### config.mk
export PLATFORM = sky130hd
export DESIGN_NAME = present80_key_schedule
export DESIGN_NICKNAME = d
export VERILOG_FILES = /design/src/rtl/present80_key_schedule.sv
export SDC_FILE = /design/constraint.sdc
export NUM_CORES = 1
export LEC_CHECK = 0
export BUFFER_PORTS_ARGS = -buffer_cell sky130_fd_sc_hd__buf_2
export CAP_MARGIN = 10
export CORE_AREA = 4 4 109 111
export DETAILED_ROUTE_END_ITERATION = 10
export DIE_AREA = 0 0 113 115
export PLACE_DENSITY_LB_ADDON = 0.1
export SLEW_MARGIN = 25
export SYNTH_ARGS = -nofsm -noshare
export SYNTH_HDL_FRONTEND = slang
export SYNTH_SLANG_ARGS = --single-unit
export TNS_END_PERCENT = 10
### constraint.sdc
create_clock -name clock -period 5.49 [get_ports clock]
set_input_delay 1.098 -clock clock [delete_from_list [all_inputs] [get_ports clock]]
set_output_delay 1.098 -clock clock [all_outputs]
set_load 0.02 [all_outputs]
### src/rtl/present80_key_schedule.sv
// PRESENT-80 key schedule: holds K1 after a master-key load and steps to K32 on io_next.
// Optional duplicated state with a sticky mismatch flag: define KEYSCHED_DUP_CHECK_EN.
//
// state  | meaning
// IDLE   | after reset, no key loaded, io_next ignored
// ACTIVE | round key K(round) presented, round = 1..32
// DONE   | schedule exhausted, last key held, io_next ignored
module present80_key_schedule (
    input  logic        clock,
    input  logic        reset,
    input  logic        io_load,
    input  logic [79:0] io_key_in,
    input  logic        io_next,
    output logic [63:0] io_round_key,
    output logic [5:0]  io_round,
    output logic        io_valid,
    output logic        io_last,
    output logic        io_fault
);

    typedef enum logic [1:0] {IDLE = 2'd0, ACTIVE = 2'd1, DONE = 2'd2} state_t;

    typedef struct packed {
        state_t      st;
        logic [5:0]  rnd;
        logic [79:0] key;
    } ks_t;

    function automatic logic [3:0] sbox(input logic [3:0] x);
        logic [3:0] y;
        case (x)
            4'h0: y = 4'hC;
            4'h1: y = 4'h5;
            4'h2: y = 4'h6;
            4'h3: y = 4'hB;
            4'h4: y = 4'h9;
            4'h5: y = 4'h0;
            4'h6: y = 4'hA;
            4'h7: y = 4'hD;
            4'h8: y = 4'h3;
            4'h9: y = 4'hE;
            4'hA: y = 4'hF;
            4'hB: y = 4'h8;
            4'hC: y = 4'h4;
            4'hD: y = 4'h7;
            4'hE: y = 4'h1;
            default: y = 4'h2;
        endcase
        return y;
    endfunction

    // Rotate left by 61 is the same as rotate right by 19.
    function automatic logic [79:0] key_update(input logic [79:0] k, input logic [4:0] c);
        logic [79:0] t;
        t          = {k[18:0], k[79:19]};
        t[79:76]   = sbox(t[79:76]);
        t[19:15]   = t[19:15] ^ c;
        return t;
    endfunction

    function automatic ks_t next_ks(input ks_t cur, input logic load, input logic nxt,
                                    input logic [79:0] key_in);
        ks_t n;
        n = cur;
        if (load) begin
            n.st  = ACTIVE;
            n.rnd = 6'd1;
            n.key = key_in;
        end else if (nxt && (cur.st == ACTIVE)) begin
            if (cur.rnd == 6'd32) begin
                n.st  = DONE;
                n.rnd = 6'd0;
            end else begin
                n.key = key_update(cur.key, cur.rnd[4:0]);
                n.rnd = cur.rnd + 6'd1;
            end
        end
        return n;
    endfunction

    state_t      state;
    logic [5:0]  round;
    logic [79:0] key_reg;
    ks_t         prim_nxt;

    always_comb begin
        prim_nxt = next_ks({state, round, key_reg}, io_load, io_next, io_key_in);
    end

    always_ff @(posedge clock) begin
        if (reset) begin
            state   <= IDLE;
            round   <= 6'd0;
            key_reg <= 80'd0;
        end else begin
            state   <= prim_nxt.st;
            round   <= prim_nxt.rnd;
            key_reg <= prim_nxt.key;
        end
    end

    assign io_round_key = key_reg[79:16];
    assign io_round     = round;
    assign io_valid     = (state == ACTIVE);
    assign io_last      = (state == ACTIVE) && (round == 6'd32);

`ifdef KEYSCHED_DUP_CHECK_EN
    // Shadow copy with its own next-state logic; it never drives the outputs.
    state_t      sh_state;
    logic [5:0]  sh_round;
    logic [79:0] sh_key;
    ks_t         sh_nxt;
    logic        fault_q;

    always_comb begin
        sh_nxt = next_ks({sh_state, sh_round, sh_key}, io_load, io_next, io_key_in);
    end

    always_ff @(posedge clock) begin
        if (reset) begin
            sh_state <= IDLE;
            sh_round <= 6'd0;
            sh_key   <= 80'd0;
        end else begin
            sh_state <= sh_nxt.st;
            sh_round <= sh_nxt.rnd;
            sh_key   <= sh_nxt.key;
        end
    end

    always_ff @(posedge clock) begin
        if (reset || io_load) begin
            fault_q <= 1'b0;
        end else if ({sh_state, sh_round, sh_key} != {state, round, key_reg}) begin
            fault_q <= 1'b1;
        end
    end

    assign io_fault = fault_q;
`else
    assign io_fault = 1'b0;
`endif

endmodule

==> flow_summary.json <==
{
  "post_cts_buffers": 0,
  "regArea_mm2": 0.00184,
  "grt_use_met2": 0.281,
  "finClkSkew_ns": 0.00840,
  "cts.repair.resized": 0,
  "grt_max_degree": 72,
  "stdcell_area_mm2": 0.00561,
  "rows": 38,
  "finalCriticalPeriod_ns": 3.09,
  "route.detailed.drc": 0,
  "io_buffers": 155,
  "grt-ovfl-total": 0,
  "multiInputGateArea_mm2": 0.00256,
  "routed_via_density": 4.95,
  "setup_viol": 0,
  "cts_tree": "yes",
  "yosysTopAreaCellShare": 0.364,
  "gr-usage-met3": 0.0500,
  "synthCells": 507,
  "vias": 3607,
  "largest_register_ffs": 80,
  "dr.pass1.iters": 6,
  "seq_area_frac_synth": 0.364,
  "avgSynthCellArea_um2": 9.97,
  "p_comb_frac": 0.194,
  "wl_per_cell_um": 15.3,
  "grt_pass1_wl_um": 18200,
  "gp_congestion": 0.799,
  "antenna_cells": 0,
  "detailed_place_hpwl_um": 8200,
  "grt_use_total": 0.170,
  "ys_ff_latch": 92,
  "ys_async_sr_fraction": 0,
  "placed_cell_area_mm2": 0.00541,
  "ioPinCount": 157,
  "root_buffer": "clkbuf_8",
  "p_switching_mw": 0.415,
  "syn_area_mm2": 0.00506,
  "worstPathRequired_ns": 5.70,
  "drive_above_1_share": 0.449,
  "grt_pass1_vias": 3654,
  "yosysTopAreaCell": "dfxtp_1",
  "area_growth_pct": 11.0,
  "postCtsHoldBufs": 0,
  "drt_iter0_drc": 132,
  "crit_path_start_kind": "primary input",
  "p_int_mw": 1.08,
  "status": "finished, final reports clean",
  "powerDensity_mw_per_mm2": 265,
  "clock_sinks": 92,
  "use_met1": 0.222,
  "criticalPathCategory": "primary input to flop",
  "cts_made_buffers": 9,
  "tightestPinTransition_ns": 1.00,
  "die_width_um": 113,
  "totalWireLength_um": 11200,
  "route.antenna.remaining_nets": 0,
  "insertion_delay_ns": 0.34,
  "cts_buffer_depth": 2,
  "finalHoldViolCount": 0,
  "netlist_top_cells_count": "92 x dfxtp_1, 86 x nor2_1, 80 x mux2i_1",
  "ir_drop_uv": 132,
  "core-area_mm2": 0.0108,
  "maxSlewViolCount": 0,
  "power_frac_clock": 0.308,
  "synth_edf_count": 0,
  "switching_share": 0.278,
  "seqPwrFrac": 0.497,
  "fin_nets": 674,
  "initial_utilization": 0.468,
  "endpoint_kind": "flop",
  "syn_nets": 598,
  "fmax_mhz": 324,
  "dieHeight_um": 115,
  "hp-class": "flop to flop",
  "synth_area_leaders": "dfxtp_1 36%, mux2_2 17%, mux2i_1 16%",
  "dieArea_mm2": 0.0130,
  "synth_ff_type": "dfxtp_1",
  "maxCapViolations": 0,
  "power.leakage_nw": 2.81,
  "top_usage_layer": "met2",
  "fin_crit_sh": 0.562,
  "clk_pin_slew_worst_paths_ns": 0.09,
  "yosys_warnings": 0,
  "yosys.cell_types.count": 43,
  "worstPathArrival_ns": 3.30,
  "rsz0062_at_grt": "no",
  "cts_htree_levels": 3,
  "nFillCells": 994,
  "tns_ns": 0,
  "antenna_found_initial": 0,
  "cp_max_fo": 35,
  "relSlewSlack": 0.333,
  "yosysMostFrequentCell": "dfxtp_1"
}
==> final timing paths <==
kind | start | cells past startpoint | to | slack, ns
setup / recovery | io_next | 7 | key_reg[73]$_SDFFE_PP0N_ | 2.40
setup reg to reg | io_round[0]$_SDFFE_PP0N_ | 8 | key_reg[73]$_SDFFE_PP0N_ | 2.47
hold / removal | state[1]$_SDFFE_PP0P_ | 2 | state[1]$_SDFFE_PP0P_ | 0.49
hold reg to reg | state[1]$_SDFFE_PP0P_ | 2 | state[1]$_SDFFE_PP0P_ | 0.49
==> layout make-up <==
| class | instances | area share |
|---|---|---|
| clock buffers | 11 | 0.0252 |
| clock inverters | 5 | 0.0107 |
| inverters | 8 | 0.00535 |
| multi-input cells | 313 | 0.456 |
| flip-flops and latches | 92 | 0.328 |
| well taps | 140 | 0.0312 |
| repair buffers | 159 | 0.144 |
==> power by group through the flow <==
stage | logic (mW) | clock network [mW] | registers [mW]
final | 0.289 | 0.460 | 0.741
after global routing | 0.319 | 0.507 | 0.748
after CTS | 0.293 | 0.480 | 0.742
after detailed placement | 0.292 | 0 | 0.758
after global placement | 0.286 | 0 | 0.757
after floorplan | 0.250 | 0 | 0.746
==> stage by stage <==
stage / hold slack (ns) / instances / setup WS [ns] / power [mW] / utilization
after floorplan: 0.440 / 507 / 2.71 / 0.996 / -
after global placement: 0.460 / 712 / 2.10 / 1.04 / 0.502
after detailed placement: 0.467 / 712 / 2.04 / 1.05 / 0.502
after CTS: 0.482 / 728 / 2.40 / 1.52 / 0.520
after global routing: 0.503 / 728 / 2.24 / 1.57 / 0.520
final: 0.488 / 728 / 2.40 / 1.49 / 0.520
==> critical path, stage by stage <==
cell and delay (ns):
buf_2 0.09, nand3b_1 0.19, a21oi_4 0.76, buf_4 0.54
mux2_2 0.40, mux2i_1 0.16, nor2_1 0.06
==> cell usage in the layout (no fill, tap or decap), drive strengths merged, types with 2 or more instances in the layout <==
master,synthesis,final
buf,82,159
dfxtp,92,92
nor2,86,86
mux2i,80,80
mux2,78,78
nand2,11,11
clkbuf,12,11
inv,8,9
ha,7,7
xor2,6,6
o211ai,6,6
a21oi,5,5
a211oi,3,3
xnor2,3,3
or3b,3,3
o22ai,3,3
o2111ai,2,2
nand3,2,2
nor2b,2,2
and3,2,2
clkinv,0,2
==> per-layer routing <==
| layer | vias up | share of wire |
|---|---|---|
| li1 | 1814 | - |
| met1 | 1690 | 0.46 |
| met2 | 95 | 0.47 |
| met3 | 8 | 0.066 |
| met4 | 0 | 0.0082 |
| met5 | - | 0 |
==> cells by family (layout without fill, tap and decap cells) <==
logic type | count (synthesis) | in the layout | share of synthesized area
AO/OA/AOI/OAI | 24 | 24 | 0.0381
buffers and inverters | 102 | 183 | 0.132
flip-flops | 92 | 92 | 0.364
multiplexers | 158 | 158 | 0.334
adder cells (fa/ha/maj) | 7 | 7 | 0.0173
AND/OR/NAND/NOR | 114 | 114 | 0.0982
XOR/XNOR | 9 | 9 | 0.0156
other | 1 | 1 | 0.000742
No activity file was read; power rests on OpenSTA's default activity.
